<file path="src/rtl/axi_pmu_lat.sv">
// rtl/axi_pmu_lat.sv - passive AXI performance monitor: handshake/stall counters and read/write latency statistics
//
// Ports:
//   aclk          clock, all state changes on the rising edge
//   aresetn       asynchronous active-low reset
//   mon_axi_miso  observed slave-to-master channel signals
//   mon_axi_mosi  observed master-to-slave channel signals
//   en_i          statistic counting enable
//   clr_i         synchronous clear of the statistic counters
//   addr_i        counter select
//   data_o        selected counter value (combinational from addr_i)

package axi_pmu_lat_pkg;
    localparam int PKG_ID_W_WIDTH     = 4;
    localparam int PKG_ID_R_WIDTH     = 4;
    localparam int PKG_ADDR_WIDTH     = 16;
    localparam int PKG_AXI_DATA_WIDTH = 32;

    typedef struct packed {
        logic [PKG_ID_W_WIDTH-1:0]       aw_id;
        logic [PKG_ADDR_WIDTH-1:0]       aw_addr;
        logic                            aw_valid;
        logic [PKG_AXI_DATA_WIDTH-1:0]   w_data;
        logic [PKG_AXI_DATA_WIDTH/8-1:0] w_strb;
        logic                            w_last;
        logic                            w_valid;
        logic                            b_ready;
        logic [PKG_ID_R_WIDTH-1:0]       ar_id;
        logic [PKG_ADDR_WIDTH-1:0]       ar_addr;
        logic                            ar_valid;
        logic                            r_ready;
    } axi_mosi_t;

    typedef struct packed {
        logic                            aw_ready;
        logic                            w_ready;
        logic [PKG_ID_W_WIDTH-1:0]       b_id;
        logic [1:0]                      b_resp;
        logic                            b_valid;
        logic                            ar_ready;
        logic [PKG_ID_R_WIDTH-1:0]       r_id;
        logic [PKG_AXI_DATA_WIDTH-1:0]   r_data;
        logic [1:0]                      r_resp;
        logic                            r_last;
        logic                            r_valid;
    } axi_miso_t;
endpackage

module axi_pmu_lat #(
    parameter int ID_W_WIDTH     = axi_pmu_lat_pkg::PKG_ID_W_WIDTH,
    parameter int ID_R_WIDTH     = axi_pmu_lat_pkg::PKG_ID_R_WIDTH,
    parameter int MAX_ID_WIDTH   = 4,
    parameter int ADDR_WIDTH     = axi_pmu_lat_pkg::PKG_ADDR_WIDTH,
    parameter int AXI_DATA_WIDTH = axi_pmu_lat_pkg::PKG_AXI_DATA_WIDTH,
    parameter int CNT_WIDTH      = 32,
    parameter int LAT_DEPTH      = 8
) (
    input  logic                       aclk,
    input  logic                       aresetn,
    input  axi_pmu_lat_pkg::axi_miso_t mon_axi_miso,
    input  axi_pmu_lat_pkg::axi_mosi_t mon_axi_mosi,
    input  logic                       en_i,
    input  logic                       clr_i,
    input  logic [4:0]                 addr_i,
    output logic [CNT_WIDTH-1:0]       data_o
);
    localparam int PTR_W = $clog2(LAT_DEPTH);
    localparam logic [PTR_W:0] DEPTH_P = (PTR_W+1)'(LAT_DEPTH);
    localparam logic [PTR_W:0] PTR_ONE = (PTR_W+1)'(1);
    localparam logic [CNT_WIDTH-1:0] CNT_ONE = CNT_WIDTH'(1);
    // Addresses holding plain saturating event counters
    localparam logic [31:0] STAT_MASK = 32'h0667_FCFD;

    logic ar_hs, r_hs, rl_hs, aw_hs, w_hs, wl_hs, b_hs;
    logic [CNT_WIDTH-1:0] rd_out, wr_out, wr_resp, ts;
    logic [1:0] push_ev, pop_ev, trk_zero, sample_ev, drop_ev, susp;
    logic [CNT_WIDTH-1:0] lat_sum [2];
    logic [CNT_WIDTH-1:0] lat_max [2];
    logic [31:0] stat_inc;
    logic [CNT_WIDTH-1:0] aux [32];
    logic [CNT_WIDTH-1:0] map [32];

    assign ar_hs = mon_axi_mosi.ar_valid & mon_axi_miso.ar_ready;
    assign r_hs  = mon_axi_miso.r_valid & mon_axi_mosi.r_ready;
    assign rl_hs = r_hs & mon_axi_miso.r_last;
    assign aw_hs = mon_axi_mosi.aw_valid & mon_axi_miso.aw_ready;
    assign w_hs  = mon_axi_mosi.w_valid & mon_axi_miso.w_ready;
    assign wl_hs = w_hs & mon_axi_mosi.w_last;
    assign b_hs  = mon_axi_miso.b_valid & mon_axi_mosi.b_ready;

    // Outstanding-transaction trackers; simultaneous inc/dec cancel, decrement at zero is ignored
    always_ff @(posedge aclk or negedge aresetn) begin
        if (!aresetn) begin
            rd_out  <= '0;
            wr_out  <= '0;
            wr_resp <= '0;
            ts      <= '0;
        end else begin
            ts <= ts + CNT_ONE;
            if (ar_hs && !rl_hs)
                rd_out <= rd_out + CNT_ONE;
            else if (rl_hs && !ar_hs && rd_out != '0)
                rd_out <= rd_out - CNT_ONE;
            if (aw_hs && !b_hs)
                wr_out <= wr_out + CNT_ONE;
            else if (b_hs && !aw_hs && wr_out != '0)
                wr_out <= wr_out - CNT_ONE;
            if (wl_hs && !b_hs)
                wr_resp <= wr_resp + CNT_ONE;
            else if (b_hs && !wl_hs && wr_resp != '0)
                wr_resp <= wr_resp - CNT_ONE;
        end
    end

    // Direction 0 = read (AR push, RLAST pop), direction 1 = write (AW push, B pop)
    assign push_ev  = {aw_hs, ar_hs};
    assign pop_ev   = {b_hs, rl_hs};
    assign trk_zero = {wr_out == '0, rd_out == '0};

    for (genvar d = 0; d < 2; d++) begin : g_dir
        logic [CNT_WIDTH-1:0] mem [LAT_DEPTH];
        logic [PTR_W:0]       wp, rp, occ;
        logic                 susp_q, flush, full, empty, do_push, do_pop, sample;
        logic [CNT_WIDTH-1:0] lat, sum_q, max_q;
        logic [CNT_WIDTH:0]   sum_ext;

        assign occ     = wp - rp;
        // Once suspended, stored timestamps no longer line up with completions;
        // they are discarded when the direction drains completely.
        assign flush   = susp_q & trk_zero[d];
        assign full    = !flush && (occ == DEPTH_P);
        assign empty   = (occ == '0);
        assign do_pop  = pop_ev[d] & !empty & !flush;
        assign do_push = push_ev[d] & (!full | do_pop);
        assign sample  = do_pop & !susp_q;
        assign lat     = ts - mem[rp[PTR_W-1:0]];
        assign sum_ext = {1'b0, sum_q} + {1'b0, lat};

        always_ff @(posedge aclk) begin
            if (do_push)
                mem[wp[PTR_W-1:0]] <= ts;
        end

        always_ff @(posedge aclk or negedge aresetn) begin
            if (!aresetn) begin
                wp     <= '0;
                rp     <= '0;
                susp_q <= 1'b0;
            end else begin
                if (do_push)
                    wp <= wp + PTR_ONE;
                if (flush) begin
                    rp     <= wp;
                    susp_q <= 1'b0;
                end else begin
                    if (do_pop)
                        rp <= rp + PTR_ONE;
                    if (drop_ev[d])
                        susp_q <= 1'b1;
                end
            end
        end

        always_ff @(posedge aclk or negedge aresetn) begin
            if (!aresetn) begin
                sum_q <= '0;
                max_q <= '0;
            end else if (clr_i) begin
                sum_q <= '0;
                max_q <= '0;
            end else if (en_i && sample) begin
                sum_q <= sum_ext[CNT_WIDTH] ? '1 : sum_ext[CNT_WIDTH-1:0];
                if (lat > max_q)
                    max_q <= lat;
            end
        end

        assign drop_ev[d]   = push_ev[d] & full & !do_pop;
        assign sample_ev[d] = sample;
        assign susp[d]      = susp_q;
        assign lat_sum[d]   = sum_q;
        assign lat_max[d]   = max_q;
    end

    always_comb begin
        stat_inc     = '0;
        stat_inc[0]  = !mon_axi_mosi.ar_valid && rd_out == '0;
        stat_inc[2]  = mon_axi_mosi.ar_valid && !mon_axi_miso.ar_ready;
        stat_inc[3]  = ar_hs;
        stat_inc[4]  = rd_out != '0 && !mon_axi_miso.r_valid;
        stat_inc[5]  = mon_axi_miso.r_valid && !mon_axi_mosi.r_ready;
        stat_inc[6]  = r_hs;
        stat_inc[7]  = !mon_axi_mosi.aw_valid && wr_out == '0;
        stat_inc[10] = mon_axi_mosi.aw_valid && !mon_axi_miso.aw_ready;
        stat_inc[11] = aw_hs;
        // Write data is still owed only while some accepted AW has no WLAST yet
        stat_inc[12] = wr_out != '0 && wr_out != wr_resp && !mon_axi_mosi.w_valid;
        stat_inc[13] = mon_axi_mosi.w_valid && !mon_axi_miso.w_ready;
        stat_inc[14] = w_hs;
        stat_inc[15] = wr_resp != '0 && !mon_axi_miso.b_valid;
        stat_inc[16] = mon_axi_miso.b_valid && !mon_axi_mosi.b_ready;
        stat_inc[17] = b_hs;
        stat_inc[18] = 1'b1;
        stat_inc[21] = sample_ev[0];
        stat_inc[22] = drop_ev[0];
        stat_inc[25] = sample_ev[1];
        stat_inc[26] = drop_ev[1];
    end

    always_comb begin
        for (int i = 0; i < 32; i++)
            aux[i] = '0;
        aux[1]  = rd_out;
        aux[8]  = wr_out;
        aux[9]  = wr_resp;
        aux[19] = lat_sum[0];
        aux[20] = lat_max[0];
        aux[23] = lat_sum[1];
        aux[24] = lat_max[1];
        aux[27] = CNT_WIDTH'({susp[1], susp[0], en_i});
    end

    for (genvar a = 0; a < 32; a++) begin : g_map
        if (STAT_MASK[a]) begin : g_cnt
            logic [CNT_WIDTH-1:0] q;
            always_ff @(posedge aclk or negedge aresetn) begin
                if (!aresetn)
                    q <= '0;
                else if (clr_i)
                    q <= '0;
                else if (en_i && stat_inc[a] && q != '1)
                    q <= q + CNT_ONE;
            end
            assign map[a] = q;
        end else begin : g_aux
            assign map[a] = aux[a];
        end
    end

    assign data_o = map[addr_i];

    logic unused_ok;
    assign unused_ok = ^{mon_axi_mosi, mon_axi_miso, stat_inc,
                         ID_W_WIDTH[0], ID_R_WIDTH[0], MAX_ID_WIDTH[0],
                         ADDR_WIDTH[0], AXI_DATA_WIDTH[0]};
endmodule

</file>
<file path="config.mk">
export PLATFORM = sky130hd
export DESIGN_NAME = axi_pmu_lat
export DESIGN_NICKNAME = d
export VERILOG_FILES = /design/src/rtl/axi_pmu_lat.sv
export SDC_FILE = /design/constraint.sdc
export NUM_CORES = 2
export LEC_CHECK = 0
export BUFFER_PORTS_ARGS = -buffer_cell sky130_fd_sc_hd__buf_2
export CAP_MARGIN = 10
export CELL_PAD_IN_SITES_DETAIL_PLACEMENT = 2
export CELL_PAD_IN_SITES_GLOBAL_PLACEMENT = 2
export CORE_AREA = 2 2 439 441
export CTS_CLUSTER_DIAMETER = 100
export DETAILED_ROUTE_END_ITERATION = 6
export DIE_AREA = 0 0 441 443
export GPL_ROUTABILITY_DRIVEN = 0
export GPL_TIMING_DRIVEN = 1
export PLACE_DENSITY = 0.86
export SETUP_SLACK_MARGIN = 0.2
export SYNTH_ARGS = -nofsm -noshare
export SYNTH_HDL_FRONTEND = slang
export SYNTH_SLANG_ARGS = --single-unit
</file>
<file path="constraint.sdc">
create_clock -name aclk -period 7.8 [get_ports aclk]
set_input_delay 2.34 -clock aclk [delete_from_list [all_inputs] [get_ports aclk]]
set_output_delay 2.34 -clock aclk [all_outputs]
set_load 0.01 [all_outputs]
</file>
==> run summary <==
The run gives 0 as the total overflow reported by the global router. Input and output buffers added on the ports amount to 52. The worst endpoint data arrival time came out at 8610 ps.

The largest driver fanout on the critical path was 13. Synthesis handed over a netlist of 7,473 instances. Maximum single-stage delay on the critical path: 610 ps.

The number of antenna violations at the first check in global routing was 44; the residual DRC count was 0. The run gives 0 as the number of hold violations in the final report. Counting flops with a built-in enable in the synthesized netlist gives 512. Excluding fillers, the count of instances in the completed layout stands at 10,200.

The placement row count was 161; the full die area was 195,400 um^2. Counting the fill cells in the layout gives 18,990. Number of violations reported at the end of detailed-routing iteration 0: 7,824. Walking the worst path, the cells encountered are buf_4 > mux4_2 > mux2i_1 > ha_1 > o21ai_0 > o21bai_1 > a21o_1 > a2111oi_4 > a2111oi_4 > o2111ai_2 > a21oi_1 > or4_1 > and4_1 > ha_1 > nand4_1 > or3_1 > o21ai_0 > a21oi_1 > o22ai_4 > buf_4 > nor2_1 > a211oi_1. Gate family responsible for the most delay along the worst path: compound AO/OA/AOI/OAI gates. The number of cells on the worst reg-to-reg path was 22.

Max-cap violations in this run came to 0. The top cell type by area accounts for 28.08% of the synthesized area. Hold is met by 570.5 ps. The commonest cells after synthesis are 974 x sky130_fd_sc_hd__nor2_1, 914 x sky130_fd_sc_hd__dfrtp_1, 512 x sky130_fd_sc_hd__edfxtp_1. TritonCTS built the clock tree. The run gives 0 as the number of warnings printed during yosys synthesis. The logs give 7,991 for the count of nets after finishing and 35.17 nW for the leakage power figure. The logs give 46.95% for the portion of the post-synthesis area used by sequential elements and 7,936 for the post-synthesis net count.

The mean instance size in the synthesized netlist came out at 10.90 um^2. The maximum number of pins on one net before global-route repair was 169; the insertion delay to the later sink of the worst-skew pair was 930 ps. The run finished, with violations left.

The number of I/O pins is 173. For the max-slew violation total from the final report, the log shows 0. The wire length of the first global-routing pass is 525,100 um, and the power per standard cell area is 321.1 nW/um^2. The largest individual stage delay along the critical path comes from the cell sky130_fd_sc_hd__a2111oi_4.

The post-synthesis cell type count was 99; the number of global-route vias before repair was 74,190. Counting along the longest clock path gives a buffer depth of 3. The slew at the pin closest to its max-slew limit was 1306 ps.

Using the TritonRoute via totals, the vias-per-cell ratio works out to 6.765. Counting flops and latches in the post-synthesis netlist gives 1,426. The detailed router placed 69,010 vias in this run.

Summing all multi-input logic gate instances after layout gives 41,430 um^2. The tools report the area of the core region as 191,200 um^2. The tools report the element type at the critical path start as a register. The worst-case IR drop observed on VDD is 218.1 uV. Along the worst hold path, the cell count comes to 2. For the summed negative setup slack over all endpoints, the log shows -49.98 ps. The clock tree skew after final layout was 74.51 ps; the proportion of synthesized flip-flops having asynchronous set or reset was 64.10%.

Ranked by total cell area, the synthesized netlist is headed by sky130_fd_sc_hd__dfrtp_1 28%, sky130_fd_sc_hd__edfxtp_1 19%, sky130_fd_sc_hd__mux4_2 9.8%. Detailed placement ended at an HPWL of 227,800 um. Summed over all layers, the routed wires come to 363,100 um. The width of the die is 441 um, and the share of the clock period used by the worst path is 100.6%. Clock-pin slew was measured on the worst setup and hold paths at 80 ps. For this run, the detailed router's first-pass iteration total came to 5. The smallest clock period supported by the final layout is computed as 7850 ps. The root buffer cell was sky130_fd_sc_hd__clkbuf_16.

At the end of the flow the core is filled with cells to 47.57%. The final reports fail on setup timing. The number of placed instances with taps included came out at 9,859. The most used flip-flop cell after synthesis is sky130_fd_sc_hd__dfrtp_1.

The number of buffers and inverters on the critical path is 2. The tree built by TritonCTS fans out to 1,426 sinks. The depth of the critical timing path with buffers and inverters included was 22; the maximum achievable frequency was 127.4 MHz.

The number of endpoints failing setup at the final stage was 1; the y dimension of the die was 443 um. The setup path with the least slack is of type register to register. Clock tree synthesis inserted a total of 164 buffers. After synthesis the cells add up to 81,460 um^2. The worst pin sits at a relative slew slack of 12.14%.

In this run the remaining antenna-violating nets after routing total 0. The min-delay analysis places its worst path in the category register to register. Dividing the detail-routed wire length by the instance count gives 35.59 um. The final worst slack came out at -49.98 ps.

The synthesis-to-layout area growth is 11.65%, and the total area of sequential cells is 38,260 um^2. The fraction of final layout cells with drive strength greater than 1 is 12.40%, and the required time of the critical path is 8560 ps. Once the floorplan was initialized, standard cells occupied 42.61% of the core. The tools report the total routing usage reported by global routing as 35.99%. Cell type with the largest total area after synthesis: sky130_fd_sc_hd__dfrtp_1. Most instantiated library cell after synthesis: sky130_fd_sc_hd__nor2_1.

The tools report the CTS H-tree depth as 4. The worst setup path is captured at a register.
==> worst min-delay path: cells and delay by family, from the launching register on <==
family	cells	cell delay, ps
simple gates	1	80
flops	1	400
compound gates	1	60
==> metal layers <==
metal	GRT usage, %	vias up	wire [um]
met5	0	-	403
met4	21.23	56	26900
met3	7.807	1369	31170
met2	56.98	3918	169100
met1	45.21	36120	135500
li1	-	27550	-
==> sequential cells by signal, indices dropped and copies added (netlist names) <==
name and count:
g_dir.max_q 64, g_dir.mem 512, g_dir.rp 8, g_dir.sum_q 64, g_dir.susp_q 2, g_dir.wp 8
g_map.g_cnt.q 640, rd_out 32, ts 32, wr_out 32, wr_resp 32
==> report_power, final <==
part           switching, mW  internal [mW]  leakage (nW)
clock                   3.73           4.55          2.68
combinational           7.37           4.04          15.8
sequential              1.13           8.37          16.6
==> per-stage QoR <==
step	instance area [um^2]	worst slack, ps	power [mW]
6_report	90950	-49.98	29.20
5_1_grt	90930	-90.60	29.89
4_1_cts	90570	209.4	28.26
3_5_place_dp	85020	219.3	19.31
3_3_place_gp	85020	492.0	18.33
2_1_floorplan	81460	920.1	15.55
==> placed cells by master, fill, tap and decap left out, types with 13 or more instances in the layout <==
| master | instances |
|---|---|
| sky130_fd_sc_hd__clkbuf_1 | 45 |
| sky130_fd_sc_hd__nor4_1 | 59 |
| sky130_fd_sc_hd__nor2b_1 | 29 |
| sky130_fd_sc_hd__and3_1 | 131 |
| sky130_fd_sc_hd__inv_1 | 210 |
| sky130_fd_sc_hd__a21oi_1 | 505 |
| sky130_fd_sc_hd__diode_2 | 15 |
| sky130_fd_sc_hd__or3_1 | 143 |
| sky130_fd_sc_hd__clkinv_1 | 13 |
| sky130_fd_sc_hd__clkbuf_16 | 165 |
| sky130_fd_sc_hd__nand4_1 | 214 |
| sky130_fd_sc_hd__mux2i_1 | 127 |
| sky130_fd_sc_hd__o31ai_1 | 23 |
| sky130_fd_sc_hd__or2_2 | 24 |
| sky130_fd_sc_hd__buf_4 | 125 |
| sky130_fd_sc_hd__nand3_1 | 289 |
| sky130_fd_sc_hd__buf_12 | 23 |
| sky130_fd_sc_hd__a211oi_1 | 111 |
| sky130_fd_sc_hd__nor3_1 | 91 |
| sky130_fd_sc_hd__o21bai_1 | 29 |
| sky130_fd_sc_hd__o211ai_1 | 20 |
| sky130_fd_sc_hd__nand2_1 | 473 |
| sky130_fd_sc_hd__nand2b_1 | 31 |
| sky130_fd_sc_hd__ha_1 | 315 |
| sky130_fd_sc_hd__xor2_1 | 404 |
| sky130_fd_sc_hd__buf_2 | 46 |
| sky130_fd_sc_hd__dfrtp_1 | 910 |
| sky130_fd_sc_hd__o21a_1 | 34 |
| sky130_fd_sc_hd__a211oi_2 | 31 |
| sky130_fd_sc_hd__and2_1 | 59 |
| sky130_fd_sc_hd__edfxtp_1 | 512 |
| sky130_fd_sc_hd__o21ai_0 | 246 |
| sky130_fd_sc_hd__and4_1 | 82 |
| sky130_fd_sc_hd__clkinv_2 | 23 |
| sky130_fd_sc_hd__a31oi_1 | 28 |
| sky130_fd_sc_hd__mux4_2 | 355 |
| sky130_fd_sc_hd__a21o_1 | 124 |
| sky130_fd_sc_hd__xnor2_1 | 355 |
| sky130_fd_sc_hd__clkbuf_8 | 29 |
| sky130_fd_sc_hd__nor2_1 | 965 |
==> area by class of cell <==
type,instances,share of cell area [%]
diodes,15,0.04127
clock buffers,239,5.164
clock inverters,60,0.8750
inverters,213,0.8818
multi-input cells,5521,45.55
flip-flops and latches,1426,42.07
well taps,2526,3.475
repair buffers,202,1.947
==> final timing paths <==
path | start | to | slack (ps)
worst max-delay path | g_dir[1].rp[0] | g_dir[1].max_q[28] | -50
worst min-delay path | g_dir[0].max_q[14] | g_dir[0].max_q[14] | 570
worst max register to register | g_dir[1].rp[0] | g_dir[1].max_q[28] | -50
worst min register to register | g_dir[0].max_q[14] | g_dir[0].max_q[14] | 570
max in group asynchronous | aresetn | g_map[5].g_cnt.q[4] | 4660
min in group asynchronous | aresetn | ts[25] | 1450
==> cell families (layout without fill, tap and decap cells) <==
family / Yosys count / after routing / synth area share (%)
buf+inv: 526 / 714 / 2.516
flops: 1426 / 1426 / 46.95
xor+xnor: 761 / 761 / 8.183
fa+ha+maj: 322 / 322 / 5.011
compound gates: 1268 / 1268 / 9.858
other cells: 0 / 15 / 0
simple gates: 2673 / 2673 / 15.91
mux: 497 / 497 / 11.57
==> repair_timing <==
item                                    4_1_cts  5_1_grt
buffers inserted                              1       27
resized for setup                             9       24
endpoints found under the setup margin       69       99
hold buffers                                  0        0
pin swaps                                     0        1
hold endpoints to repair                      0        0
No activity file was read; power rests on OpenSTA's default activity.
